File: src/rtl/spi_target_serdes.sv
// spi_target_serdes: SPI target serializer/deserializer, receiving end of the FCB SPI master link.
// Ports: Bus_CLK_i/RST_n_i clock and synchronous active-low reset; SPE_i enable;
//   CPOL_i/CPHA_i/LSBFE_i/SPI_Bit_Ctrl_i frame format, latched while idle;
//   SCK_i/SSn_i/MOSI_i async bus inputs; MISO_o/MISO_OEn_o serial output and its enable;
//   TX_Data_i/TX_Load_i/TX_Empty_o single-entry transmit holding register;
//   RX_Data_o/RX_Valid_o/RX_Ack_i single-entry receive register;
//   Err_Clr_i/Overrun_o/Underrun_o/Abort_o sticky error flags.
module spi_target_serdes #(
  parameter int         SYNC_STAGES  = 2,
  parameter logic [7:0] TX_IDLE_BYTE = 8'hFF
) (
  input  logic       Bus_CLK_i,
  input  logic       RST_n_i,
  input  logic       SPE_i,
  input  logic       CPOL_i,
  input  logic       CPHA_i,
  input  logic       LSBFE_i,
  input  logic [2:0] SPI_Bit_Ctrl_i,
  input  logic       SCK_i,
  input  logic       SSn_i,
  input  logic       MOSI_i,
  output logic       MISO_o,
  output logic       MISO_OEn_o,
  input  logic [7:0] TX_Data_i,
  input  logic       TX_Load_i,
  output logic       TX_Empty_o,
  output logic [7:0] RX_Data_o,
  output logic       RX_Valid_o,
  input  logic       RX_Ack_i,
  input  logic       Err_Clr_i,
  output logic       Overrun_o,
  output logic       Underrun_o,
  output logic       Abort_o
);
  typedef enum logic [1:0] {IDLE, LOAD, ACTIVE, DONE} state_t;
  state_t state_q, state_d;
  logic [SYNC_STAGES-1:0] sck_sync_q, sck_sync_d, ssn_sync_q, ssn_sync_d, mosi_sync_q, mosi_sync_d;
  logic sck_h_q, sck_h_d, ssn_h_q, ssn_h_d;
  logic cpol_q, cpol_d, cpha_q, cpha_d, lsbfe_q, lsbfe_d;
  logic [2:0] bits_q, bits_d, cnt_q, cnt_d;
  logic first_q, first_d, b2b_q, b2b_d, pend_q, pend_d, und_pend_q, und_pend_d;
  logic [7:0] tx_sr_q, tx_sr_d, rx_sr_q, rx_sr_d, hold_q, hold_d, rx_data_q, rx_data_d;
  logic empty_q, empty_d, rx_valid_q, rx_valid_d, ovr_q, ovr_d, und_q, und_d;
  logic abort_q, abort_d, oen_q, oen_d;
  logic sck_s, ssn_s, mosi_s, lead, trail, smp, shf, ssn_fall;
  logic upd, ovr_set, und_set, abort_set;
  assign sck_s    = sck_sync_q[SYNC_STAGES-1];
  assign ssn_s    = ssn_sync_q[SYNC_STAGES-1];
  assign mosi_s   = mosi_sync_q[SYNC_STAGES-1];
  assign lead     = cpol_q ? (sck_h_q & ~sck_s) : (sck_s & ~sck_h_q);
  assign trail    = cpol_q ? (sck_s & ~sck_h_q) : (sck_h_q & ~sck_s);
  assign smp      = cpha_q ? trail : lead;
  assign shf      = cpha_q ? lead : trail;
  assign ssn_fall = ssn_h_q & ~ssn_s;
  assign MISO_o     = oen_q | (lsbfe_q ? tx_sr_q[0] : tx_sr_q[bits_q]);
  assign MISO_OEn_o = oen_q;
  assign TX_Empty_o = empty_q;
  assign RX_Data_o  = rx_data_q;
  assign RX_Valid_o = rx_valid_q;
  assign Overrun_o  = ovr_q;
  assign Underrun_o = und_q;
  assign Abort_o    = abort_q;
  always_comb begin
    sck_sync_d  = {sck_sync_q[SYNC_STAGES-2:0], SCK_i};
    ssn_sync_d  = {ssn_sync_q[SYNC_STAGES-2:0], SSn_i};
    mosi_sync_d = {mosi_sync_q[SYNC_STAGES-2:0], MOSI_i};
    sck_h_d     = sck_s;
    ssn_h_d     = ssn_s;
  end
  always_comb begin
    state_d    = state_q;
    cpol_d     = cpol_q;
    cpha_d     = cpha_q;
    lsbfe_d    = lsbfe_q;
    bits_d     = bits_q;
    cnt_d      = cnt_q;
    first_d    = first_q;
    b2b_d      = b2b_q;
    pend_d     = pend_q;
    und_pend_d = und_pend_q;
    tx_sr_d    = tx_sr_q;
    rx_sr_d    = rx_sr_q;
    hold_d     = hold_q;
    rx_data_d  = rx_data_q;
    empty_d    = empty_q;
    oen_d      = oen_q;
    upd        = 1'b0;
    ovr_set    = 1'b0;
    und_set    = 1'b0;
    abort_set  = 1'b0;
    if (state_q == IDLE) begin
      cpol_d  = CPOL_i;
      cpha_d  = CPHA_i;
      lsbfe_d = LSBFE_i;
      bits_d  = SPI_Bit_Ctrl_i;
    end
    if (!SPE_i) state_d = IDLE;
    else begin
      case (state_q)
        IDLE: if (ssn_fall) state_d = LOAD;
        LOAD: begin
          // A speculative back-to-back frame that never saw a clock edge is not an aborted frame.
          if (ssn_s) begin
            abort_set = ~b2b_q;
            state_d   = IDLE;
          end else begin
            tx_sr_d    = empty_q ? TX_IDLE_BYTE : hold_q;
            und_set    = empty_q & ~b2b_q;
            und_pend_d = empty_q & b2b_q;
            empty_d    = 1'b1;
            rx_sr_d    = '0;
            cnt_d      = '0;
            first_d    = cpha_q;
            oen_d      = 1'b0;
            state_d    = ACTIVE;
          end
        end
        ACTIVE: begin
          if (ssn_s) begin
            abort_set = ~b2b_q;
            state_d   = IDLE;
          end else begin
            // Underrun of a back-to-back frame is reported once the master actually clocks it.
            if (smp | shf) begin
              b2b_d      = 1'b0;
              und_pend_d = 1'b0;
              und_set    = und_pend_q;
            end
            if (smp) begin
              rx_sr_d = lsbfe_q ? (rx_sr_q | (8'(mosi_s) << cnt_q)) : {rx_sr_q[6:0], mosi_s};
              cnt_d   = cnt_q + 3'd1;
              if (cnt_q == bits_q) begin
                state_d = DONE;
                pend_d  = 1'b1;
              end
            end
            if (shf) begin
              first_d = 1'b0;
              if (!first_q) tx_sr_d = lsbfe_q ? {1'b0, tx_sr_q[7:1]} : {tx_sr_q[6:0], 1'b0};
            end
          end
        end
        DONE: begin
          if (pend_q) begin
            pend_d    = 1'b0;
            upd       = 1'b1;
            rx_data_d = rx_sr_q;
            ovr_set   = rx_valid_q & ~RX_Ack_i;
          end
          if (ssn_s) state_d = IDLE;
          else if (cpha_q | shf) begin
            state_d = LOAD;
            b2b_d   = 1'b1;
          end
        end
      endcase
    end
    if (state_d == IDLE) begin
      oen_d      = 1'b1;
      b2b_d      = 1'b0;
      und_pend_d = 1'b0;
    end
    if (TX_Load_i) begin
      hold_d  = TX_Data_i;
      empty_d = 1'b0;
    end
    rx_valid_d = upd | (rx_valid_q & ~RX_Ack_i);
    ovr_d      = ovr_set | (ovr_q & ~Err_Clr_i);
    und_d      = und_set | (und_q & ~Err_Clr_i);
    abort_d    = abort_set | (abort_q & ~Err_Clr_i);
  end
  always_ff @(posedge Bus_CLK_i) begin
    if (!RST_n_i) begin
      state_q     <= IDLE;
      sck_sync_q  <= '1;
      ssn_sync_q  <= '1;
      mosi_sync_q <= '1;
      sck_h_q     <= 1'b1;
      ssn_h_q     <= 1'b1;
      cpol_q      <= 1'b0;
      cpha_q      <= 1'b0;
      lsbfe_q     <= 1'b0;
      bits_q      <= '0;
      cnt_q       <= '0;
      first_q     <= 1'b0;
      b2b_q       <= 1'b0;
      pend_q      <= 1'b0;
      und_pend_q  <= 1'b0;
      tx_sr_q     <= '0;
      rx_sr_q     <= '0;
      hold_q      <= '0;
      rx_data_q   <= '0;
      empty_q     <= 1'b1;
      rx_valid_q  <= 1'b0;
      ovr_q       <= 1'b0;
      und_q       <= 1'b0;
      abort_q     <= 1'b0;
      oen_q       <= 1'b1;
    end else begin
      state_q     <= state_d;
      sck_sync_q  <= sck_sync_d;
      ssn_sync_q  <= ssn_sync_d;
      mosi_sync_q <= mosi_sync_d;
      sck_h_q     <= sck_h_d;
      ssn_h_q     <= ssn_h_d;
      cpol_q      <= cpol_d;
      cpha_q      <= cpha_d;
      lsbfe_q     <= lsbfe_d;
      bits_q      <= bits_d;
      cnt_q       <= cnt_d;
      first_q     <= first_d;
      b2b_q       <= b2b_d;
      pend_q      <= pend_d;
      und_pend_q  <= und_pend_d;
      tx_sr_q     <= tx_sr_d;
      rx_sr_q     <= rx_sr_d;
      hold_q      <= hold_d;
      rx_data_q   <= rx_data_d;
      empty_q     <= empty_d;
      rx_valid_q  <= rx_valid_d;
      ovr_q       <= ovr_d;
      und_q       <= und_d;
      abort_q     <= abort_d;
      oen_q       <= oen_d;
    end
  end
endmodule

File: config.mk
export PLATFORM = sky130hd
export DESIGN_NAME = spi_target_serdes
export DESIGN_NICKNAME = d
export VERILOG_FILES = /design/src/rtl/spi_target_serdes.sv
export SDC_FILE = /design/constraint.sdc
export NUM_CORES = 1
export LEC_CHECK = 0
export BUFFER_PORTS_ARGS = -buffer_cell sky130_fd_sc_hd__buf_2
export CORE_MARGIN = 2
export CORE_UTILIZATION = 45
export DETAILED_ROUTE_END_ITERATION = 7
export GPL_ROUTABILITY_DRIVEN = 0
export PLACE_DENSITY_LB_ADDON = 0.08
export RECOVER_POWER = 50
export SKIP_LAST_GASP = 1
export SYNTH_ARGS = -nofsm -noshare
export SYNTH_HDL_FRONTEND = slang
export SYNTH_SLANG_ARGS = --single-unit
File: constraint.sdc
create_clock -name Bus_CLK_i -period 2.2 [get_ports Bus_CLK_i]
set_input_delay 0.11 -clock Bus_CLK_i [delete_from_list [all_inputs] [get_ports Bus_CLK_i]]
set_output_delay 0.11 -clock Bus_CLK_i [all_outputs]
set_load 0.01 [all_outputs]
==> summary.txt <==
Status
  – Status: finished, final reports clean

Critical path
  – Worst Path Buf+Inv: 1
  – CP Data Required Time: 2.09 ns
  – Setup crit start kind: flip-flop
  – Worst stage delay on the critical path: 0.53 ns
  – Critical path endpoint category: output port
  – Largest fanout on the critical path: 5
  – Worst path arrival time: 1.93 ns
  – CP max stage cell: mux4_2
  – CP delay by family, top: multiplexers
  – Critical path cell sequence: mux4_2, mux2_2, mux2i_1, nand2b_1, buf_2
  – WS Path Type: flip-flop to output port

Logic synthesis
  – Distinct cells, synth: 43
  – Synth warn: 0
  – Top FF cell, synth: dfxtp_1
  – Post-synthesis cell count: 329
  – Top-area cell type share of the netlist area: 0.4258
  – Most numerous cell in the Yosys netlist: dfxtp_1
  – Avg Inst Size Synth: 8.717 um2
  – Post-synth EDFFs: 0
  – Flop and latch count out of synthesis: 61
  – Post-synth top cells: dfxtp_1, nor2_1, a21oi_1
  – Sequential share of the synthesized area: 0.4258
  – Mapped cell area: 2868 um2
  – Async SR Flop Fraction: 0
  – Net Count, Synth: 358
  – Area leader, netlist: dfxtp_1
  – Ranking of synthesized cells by area: dfxtp_1, mux2i_1, a21oi_1, nor2_1, nand2_1

Global routing
  – Overall Global Routing Usage: 0.1885
  – Initial antenna violation count: 0
  – Total global routing overflow: 0
  – First-pass GRT wire length: 10.49 mm
  – Vias in the first global route: 2171
  – Largest net degree at the start of global routing: 26

CTS
  – CTS tree: done
  – Total number of H-tree levels: 3
  – Max Root-Sink Buffers: 2
  – Root Buffer: clkbuf_8
  – Clock Latency Late Sink: 0.35 ns
  – Worst-path clk slew: 0.08 ns
  – Num Clock Sinks: 61
  – Cts bufs inserted: 9

Floorplan
  – Initial cell density of the core: 0.4595
  – Site Rows: 29
  – # IOs: 38
  – Core area: 6241 um2
  – Die area: 7027 um2
  – Die width: 83.83 um
  – Die height: 83.83 um

Routing
  – DR WL/cell: 14.08 um
  – Vias post-DR: 2376
  – Drt initial violations: 123
  – 1st-pass router iterations: 4
  – Drt drc: 0
  – ANT nets after route: 0
  – Routed Wire Length: 6.349 mm
  – Via density: 5.268

Cells and area
  – Fraction of layout cells with a size suffix above 1: 0.1417
  – Fillers: 615
  – NumNets Final: 398
  – Layout area overhead: 19.11%
  – Final std cell area, no fill: 3416 um2
  – Antenna Diode Count: 0

Power
  – Pwr Density: 756.9 nW/um2
  – Total leakage power: 1.297 nW
  – Worst vdd ir: 0.0004967 V

Timing
  – Clock skew: 0.009093 ns
  – Setup TNS: 0 ns
  – RSZ-0062 raised after global routing: false
  – Hold_ws: 0.0002341 ns
  – Least-Margin Pin Slew: 1.230 ns
  – Tcrit/Tclk final: 0.9260
  – Final hold viol count: 0
  – Max_slew headroom: 0.1803
  – Max Clk Rate: 0.4909 GHz
  – Post-route minimum period: 2.037 ns
  – Max Slew Vio Count: 0
  – Final Setup Violations: 0

Placement
  – Port buffer count: 37
  – Post-DP HPWL: 4.315 mm
  – Post-DP Area: 3123 um2

Job
  – Max-Cap Viols: 0

Hold path
  – Hold crit path type: input port to flip-flop
-- worst paths after layout --
check                     from            end  slack (ns)  cells past startpoint
max                  bits_q[0]         MISO_o        0.16                      5
min          SPI_Bit_Ctrl_i[1]      bits_q[1]      0.0002                      3
max reg2reg         state_q[1]     tx_sr_q[3]        0.21                      8
min reg2reg      ssn_sync_q[0]  ssn_sync_q[1]        0.41                      1
-- tightest hold or removal path: stages --
cell and delay, ns:
buf_2 0.07, mux2i_1 0.05, nor2_1 0.07
-- where the power goes --
part | total [mW] | switching, mW | internal, mW
Combinational | 0.179 | 0.0931 | 0.0857
Clock | 1.24 | 0.482 | 0.758
Sequential | 1.17 | 0.0344 | 1.13
Total | 2.59 | 0.610 | 1.98
-- registers in the layout, summed over array words and instances (netlist names), 2 cells and up --
signal and flops:
RX_Data_o 8, bits_q 3, cnt_q 3, hold_q 8, mosi_sync_q 2, rx_sr_q 8
sck_sync_q 2, ssn_sync_q 2, state_q 2, tx_sr_q 8
-- metal layers --
metal	GRT usage	vias to the layer above	part of all wire
met5	0	-	0
met4	0.06598	0	0.012
met3	0.04946	7	0.050
met2	0.3004	64	0.45
met1	0.2477	1079	0.49
li1	-	1226	-
-- metrics by stage --
stage / total power [mW] / worst slack (ns) / utilization / instances
floorplan: 1.304 / 0.2769 / - / 329
global placement: 1.362 / 0.3237 / 0.5004 / 427
detailed placement: 1.364 / 0.2742 / 0.5004 / 427
CTS: 2.609 / 0.01153 / 0.5527 / 451
global route: 2.675 / 0.009241 / 0.5473 / 451
finish: 2.585 / 0.1627 / 0.5473 / 451
-- final cells by class --
class                   instances  area, um2  share of cell area
clock inverters                 7      122.6             0.03590
flip-flops and latches         61       1222              0.3579
inverters                       8      30.03            0.008791
clock buffers                   9      123.9             0.03626
repair buffers                 52      295.3             0.08645
multi-input cells             237       1525              0.4465
well taps                      77      96.34             0.02821
-- placed cells by master (no fill, tap or decap), types with 5 or more instances in the layout --
cell            n
ha_1            6
clkbuf_8        9
o21ai_0        14
dfxtp_1        60
a211oi_1        8
inv_1           8
nand2b_1       14
clkbuf_1       16
buf_2          22
dlygate4sd3_1   8
nand2_1        29
buf_4           6
nor3_1         11
nor2_1         38
xnor2_1         5
a21oi_1        36
mux2i_1        31
-- what timing repair did --
action	4_1_cts	5_1_grt
endpoints found under the hold margin	8	0
buffers inserted	0	0
setup endpoints to repair	0	1
gates resized for setup	0	1
hold buffers	8	0
-- logic make-up after synthesis --
kind of cell	count (synthesis)	synth area share
adders and majority gates	6	0.02618
muxes	34	0.1278
xor gates and xnor gates	7	0.02400
DFF	61	0.4258
AOI/OAI and AO/OA	80	0.1763
and+or+nand+nor	110	0.1776
buffers and inverters	31	0.04232
Power figures use the tool's default switching activity.
